## src/rtl/bitcol_weight_sequencer.sv

```systemverilog
// Bit-column weight sequencer: turns a group of signed weights into one MAC
// control word per non-zero bit column, lowest column first.
module bitcol_weight_sequencer #(
  parameter int DATA_WIDTH    = 8,
  parameter int VEC_LENGTH    = 8,
  parameter int MUX_SEL_WIDTH = $clog2(VEC_LENGTH),
  parameter int SUM_ACT_WIDTH = $clog2(VEC_LENGTH) + DATA_WIDTH
) (
  input  logic                                         clk,
  input  logic                                         reset,
  input  logic                                         in_valid,
  output logic                                         in_ready,
  input  logic [VEC_LENGTH-1:0][DATA_WIDTH-1:0]        w_in,
  input  logic [SUM_ACT_WIDTH-1:0]                     sum_act_in,
  output logic                                         out_valid,
  input  logic                                         out_ready,
  output logic                                         en,
  output logic                                         load_accum,
  output logic                                         last,
  output logic [VEC_LENGTH/2-1:0][MUX_SEL_WIDTH-1:0]   act_sel,
  output logic [VEC_LENGTH/2-1:0]                      act_val,
  output logic [SUM_ACT_WIDTH-1:0]                     sum_act,
  output logic [2:0]                                   mul_const,
  output logic                                         is_shift_mul,
  output logic [2:0]                                   column_idx,
  output logic                                         is_msb,
  output logic                                         is_skip_zero
);

  localparam int LANES  = VEC_LENGTH / 2;
  localparam int LANE_W = $clog2(LANES);
  localparam int COL_W  = $clog2(DATA_WIDTH);
  localparam int POP_W  = $clog2(VEC_LENGTH + 1);

  typedef enum logic {
    S_IDLE,
    S_ISSUE
  } state_t;

  state_t                                     r_state;
  state_t                                     w_state_next;
  logic [DATA_WIDTH-1:0][VEC_LENGTH-1:0]      r_cols;
  logic [DATA_WIDTH-1:0][VEC_LENGTH-1:0]      w_cols_in;
  logic [DATA_WIDTH-1:0]                      r_remain;
  logic [DATA_WIDTH-1:0]                      w_remain_in;
  logic [DATA_WIDTH-1:0]                      w_remain_next;
  logic [DATA_WIDTH-1:0]                      w_cur_onehot;
  logic                                       r_first;
  logic [SUM_ACT_WIDTH-1:0]                   r_sum;
  logic [COL_W-1:0]                           w_col;
  logic [VEC_LENGTH-1:0]                      w_mask;
  logic [VEC_LENGTH-1:0]                      w_target;
  logic [POP_W-1:0]                           w_pop;
  logic [LANE_W:0]                            w_n;
  logic [LANES-1:0][MUX_SEL_WIDTH-1:0]        w_sel;
  logic [LANES-1:0]                           w_val;
  logic                                       w_skip;
  logic                                       w_last;
  logic                                       w_accept;

  // Transpose the incoming weights into column masks and flag non-empty columns.
  always_comb begin
    w_cols_in   = '0;
    w_remain_in = '0;
    for (int c = 0; c < DATA_WIDTH; c++) begin
      for (int k = 0; k < VEC_LENGTH; k++) begin
        w_cols_in[c][k] = w_in[k][c];
      end
      w_remain_in[c] = |w_cols_in[c];
    end
  end

  // Lowest remaining column wins; an empty mask falls back to column 0 (null word).
  always_comb begin
    w_col        = '0;
    w_cur_onehot = '0;
    for (int c = DATA_WIDTH - 1; c >= 0; c--) begin
      if (r_remain[c]) begin
        w_col           = COL_W'(c);
        w_cur_onehot    = '0;
        w_cur_onehot[c] = 1'b1;
      end
    end
    w_remain_next = r_remain & ~w_cur_onehot;
    w_last        = (w_remain_next == '0);
    w_mask        = r_cols[w_col];
  end

  always_comb begin
    w_pop = '0;
    for (int k = 0; k < VEC_LENGTH; k++) begin
      w_pop = w_pop + POP_W'(w_mask[k]);
    end
    w_skip   = (w_pop <= POP_W'(LANES));
    w_target = w_skip ? w_mask : ~w_mask;
    w_sel    = '0;
    w_val    = '0;
    w_n      = '0;
    for (int k = 0; k < VEC_LENGTH; k++) begin
      if (w_target[k] && (int'(w_n) < LANES)) begin
        w_sel[w_n[LANE_W-1:0]] = MUX_SEL_WIDTH'(k - int'(w_n));
        w_val[w_n[LANE_W-1:0]] = 1'b1;
        w_n                    = w_n + 1'b1;
      end
    end
  end

  // A new group may land in the same cycle the final word is consumed.
  always_comb begin
    w_state_next = r_state;
    in_ready     = 1'b0;
    out_valid    = 1'b0;
    case (r_state)
      S_IDLE: in_ready = 1'b1;
      S_ISSUE: begin
        out_valid = 1'b1;
        in_ready  = out_ready & w_last;
        if (out_ready && w_last) begin
          w_state_next = S_IDLE;
        end
      end
      default: w_state_next = S_IDLE;
    endcase
    w_accept = in_valid & in_ready;
    if (w_accept) begin
      w_state_next = S_ISSUE;
    end
  end

  always_ff @(posedge clk) begin
    if (reset) begin
      r_state  <= S_IDLE;
      r_cols   <= '0;
      r_remain <= '0;
      r_first  <= 1'b0;
      r_sum    <= '0;
    end else begin
      r_state <= w_state_next;
      if (w_accept) begin
        r_cols   <= w_cols_in;
        r_remain <= w_remain_in;
        r_first  <= 1'b1;
        r_sum    <= sum_act_in;
      end else if (out_valid && out_ready) begin
        r_remain <= w_remain_next;
        r_first  <= 1'b0;
      end
    end
  end

  assign en           = out_valid & out_ready;
  assign load_accum   = out_valid & r_first;
  assign last         = out_valid & w_last;
  assign act_sel      = out_valid ? w_sel : '0;
  assign act_val      = out_valid ? w_val : '0;
  assign column_idx   = out_valid ? 3'(w_col) : 3'd0;
  assign is_msb       = out_valid & (w_col == COL_W'(DATA_WIDTH - 1));
  assign is_skip_zero = out_valid & w_skip;
  assign sum_act      = r_sum;
  assign mul_const    = 3'd0;
  assign is_shift_mul = 1'b0;

endmodule

```

## config.mk

```make
export PLATFORM = sky130hd
export DESIGN_NAME = bitcol_weight_sequencer
export DESIGN_NICKNAME = d
export VERILOG_FILES = /design/src/rtl/bitcol_weight_sequencer.sv
export SDC_FILE = /design/constraint.sdc
export NUM_CORES = 1
export LEC_CHECK = 0
export CORE_ASPECT_RATIO = 0.75
export CORE_UTILIZATION = 47
export DETAILED_ROUTE_END_ITERATION = 10
export PLACE_DENSITY = 0.72
export SLEW_MARGIN = 10
export SYNTH_ARGS = -nofsm -noshare
export SYNTH_HDL_FRONTEND = slang
export SYNTH_SLANG_ARGS = --single-unit
```

## constraint.sdc

```tcl
create_clock -name clk -period 13.5 [get_ports clk]
set_clock_uncertainty 0.2 [all_clocks]
set_input_delay 2.025 -clock clk [delete_from_list [all_inputs] [get_ports clk]]
set_output_delay 2.025 -clock clk [all_outputs]
set_load 0.01 [all_outputs]
```

# ---- Yosys cells after proc, flatten, opt, wreduce, memory -nomap -nowiden
# Cells that the tools add are included.
dict set report totals {
  reg_bits 85
  in_bits 79
  out_inout_bits 41
}
dict set report classes {
  addsub 20
  n_lt_le_gt_ge 23
  n_eq_ne 1
  mux 87
  n_bitwise 19
  n_reduce_logical 26
}
# op count
set op_table {}
lappend op_table {{$mux 12} 8}
lappend op_table {{$mux 8} 12}
lappend op_table {{$bwmux 12} 6}
lappend op_table {{$mux 3} 22}
lappend op_table {{$reduce_or 8->1} 8}
lappend op_table {{$demux 3 s2} 7}
lappend op_table {{$mux 4} 8}
lappend op_table {{$bmux 8 s3} 1}
lappend op_table {{$or 4x4->4} 6}
lappend op_table {{$lt 2x3->1 const B} 7}
lappend op_table {{$lt 3x3->1 const B} 7}
lappend op_table {{$add 3x1->3 const B} 6}
lappend op_table {{$add 4x1->4} 4}
lappend op_table {{$logic_and 1x1->1} 16}
lappend op_table {{$not 8->8} 2}
lappend op_table {{$mux 1} 15}
lappend op_table {{$demux 1 s2} 7}
lappend op_table {{$ge 2x1->1 const B} 7}
lappend op_table {{$and 12x12->12} 1}
lappend op_table {{$sub 3x3->3 const A} 4}
lappend op_table {{$and 8x8->8} 1}
lappend op_table {{$logic_not 8->1} 1}
lappend op_table {{$and 1x1->1} 7}
lappend op_table {{$sub 2x3->3 const A} 2}
lappend op_table {{other kinds (11)} 11}

# ---- Logic depth before layout (Yosys ltp)
dict set report logic_depth {
  ltp_word 45
  mapped_depth 38
  mapped_depth_nobuf 36
}

# ---- Worst setup path after synthesis
# Ideal clock, no wire load.
dict set report synth_timing {
  path_kind {register to output}
  start {register r_remain[1]}
  end {output act_sel[0] (netlist name)}
  arrival_ns 8.890
  slack_ns 2.385
  path_stages_with_launch 36
  n_path_buf 4
  cell_sequence {dfxtp_1 > buf_2 > inv_1 > a221oi_2 > o211a_1 > a31oi_1 > a2111oi_2 > or2_1 > inv_1 > fa_1 > fa_1 > fa_1 > inv_1 > ha_1 > inv_1 > fa_1 > inv_1 > o21ai_0 > and2_1 > buf_1 > o32ai_2 > clkbuf_1 > nand2_1 > ha_1 > a21boi_1 > o21ai_0 > xor2_1 > inv_1 > ha_1 > mux2i_1 > o31a_1 > ha_1 > buf_1 > or3b_1 > o31ai_2 > o31a_1}
}
# item line
set synth_lines {}
lappend synth_lines {{from (decl)} 44} ;# logic [DATA_WIDTH-1:0] r_remain;
lappend synth_lines {{from (signal assigned)} 141} ;# r_remain <= w_remain_in;
lappend synth_lines {{from (signal assigned)} 145} ;# r_remain <= w_remain_next;
lappend synth_lines {{to (decl)} 20} ;# output logic [VEC_LENGTH/2-1:0][MUX_SEL_WIDTH-1:0] act_sel,

==> run metrics <==
full die area 12,800 sq um; Worst slew margin 0.262; CTS root buffer clkbuf_16; Layout area overhead 26.8%; H-tree levels 3; status completed; Final GP Congestion 1.04; dominant synthesized flop cell dfxtp_1; number of global-route vias before repair 5,668; port buffer count 115; Avg Cell Area, Syn 7.31 sq um; DIE WIDTH 131 microns; clock sinks 85; cells after synthesis 797; number of vias per cell 6.12; Critical Path Source Type flop; Hold WC Path Type flop to flop; # Max-Cap Violations 0; CTS tree done; final hold vios 0; number of CTS-inserted buffers 9; post-detail-place hpwl 16,000 microns; Slowest cell on crit path clkdlybuf4s50_1; Post-synth EDFFs 0; register area share after synthesis 0.292; core area 11,800 sq um; Reg clk slew, reported paths 70 ps; total iterations of the first detailed-routing run 5; grt total ovfl 0; Critical Path AT 10,630 ps; antenna viol nets, final 0; Post-CTS Setup Bufs 0; Post-Syn Area 5820 sq um; nets@finish 991; die height 98.4 microns; cell mode on critical path inv_1; Cell variety after synth 80; initial antenna violation count 0; layout cells sized above 1 0.0695; Max stage delay on crit path 550 ps; Final Critical Period 12,860 ps; Worst Setup Path Type flop to output pin; fmax 77.8 MHz; Tcrit/Tclk final 0.952; crit-path max FO 17; commonest non-fill, non-tap cell in the layout nand2_1; # setup viols final 0; Starting DRT DRC Count 786; first-pass GRT wire length 31,600 microns; Row Count 34; WL/cell 19.4 microns; crit end category output pin; clk buf depth 2; Slew Viols, Final 0; Initial Util 0.492; vias 6,455; Synth warnings 0; I/O pin count 120; Fin Setup TNS 0 ps; ANT cells 0; GRT Total Usage 0.323; DRC 0; most frequent cells in the layout nand2_1, clkdlybuf4s50_1, a21oi_1; Critical Path RT 11,270 ps; Total Wirelength 20,400 microns; register bit total from synthesis 85; RSZ-0062 raised after global routing false; async set or reset register ratio after synthesis 0; Worst-Margin Slew 1090 ps; clk_lat worst skew 340 ps; largest net degree at the start of global routing 89
-- metrics by stage --
step	instances	util	hold slack [ps]	area (sq um)	setup slack, ps
4_1_cts	1054	0.624	257	7380	557
3_3_place_gp	1038	0.598	243	7080	1300
3_5_place_dp	1038	0.598	248	7080	940
6_report	1054	0.624	257	7380	643
5_1_grt	1054	0.624	277	7380	72.1
2_1_floorplan	800	-	231	5830	2390
-- kinds of logic (layout without fill, tap and decap cells) --
family | Yosys count | in the layout | share of synthesized area
muxes | 9 | 9 | 0.0200
other | 1 | 4 | 0.000644
AOI/OAI and AO/OA | 244 | 244 | 0.290
xor gates and xnor gates | 9 | 9 | 0.0161
DFF | 85 | 85 | 0.292
buffers and inverters | 85 | 177 | 0.0599
adders and majority gates | 27 | 27 | 0.0623
and+or+nand+nor | 337 | 337 | 0.258
-- cells in the mapped netlist, types with 9 or more instances --
library cell / count / area share
a21oi_1: 102 / 0.088
nand2_1: 206 / 0.13
and2_1: 11 / 0.012
nand3_1: 22 / 0.019
nor4_1: 18 / 0.019
o31a_1: 9 / 0.014
ha_1: 21 / 0.045
nor3_1: 9 / 0.0077
a211oi_1: 18 / 0.023
a31oi_1: 11 / 0.012
inv_1: 26 / 0.017
and3_1: 13 / 0.014
dfxtp_1: 85 / 0.29
o211ai_1: 13 / 0.017
o21ai_0: 15 / 0.013
o21a_1: 9 / 0.012
nor2_1: 31 / 0.020
clkbuf_1: 42 / 0.027
-- worst paths after layout --
check | depth (start not counted) | to | slack (ps) | startpoint
setup / recovery | 37 | act_sel[2] | 640 | r_remain[4]
hold / removal | 2 | sum_act[2] | 260 | sum_act[2]
setup reg to reg | 11 | r_remain[1] | 9930 | r_remain[0]
hold reg to reg | 2 | sum_act[2] | 260 | sum_act[2]
-- critical path, delay by kind of cell (launching register included) --
family / cells / cell delay, ps
mux: 1 / 70
fa+ha+maj: 9 / 3350
flops: 1 / 520
compound gates: 10 / 2420
xor+xnor: 3 / 840
buf+inv: 9 / 1490
simple gates: 5 / 1570
-- layer usage --
layer,vias to the layer above,track usage,share of wire
li1,3036,-,-
met1,3077,0.511,0.46
met5,-,0,0
met2,320,0.432,0.40
met4,0,0.0548,0.011
met3,22,0.0871,0.12
-- state kept, by name, summed over array words and instances, names as in the netlist --
register  flops
r_remain      8
r_first       1
sum_act      11
r_state       1
r_cols       64
-- area by class of cell --
cell class                      instances  area, sq um
Multi-Input combinational cell        630         3790
Tap cell                              162          203
Inverter                               28          105
Sequential cell                        85         1700
Fill cell                            1103         4440
Timing Repair Buffer                  133         1280
Clock inverter                          7         77.6
Clock buffer                            9          225
-- timing repair --
| action | in CTS | in global routing |
|---|---|---|
| hold buffers | 0 | 0 |
| endpoints found under the setup margin | 0 | 13 |
| resized for setup | 0 | 2 |
Power is not shown: default switching activity piles up to over one toggle a cycle in this logic, so the estimate is an artifact.
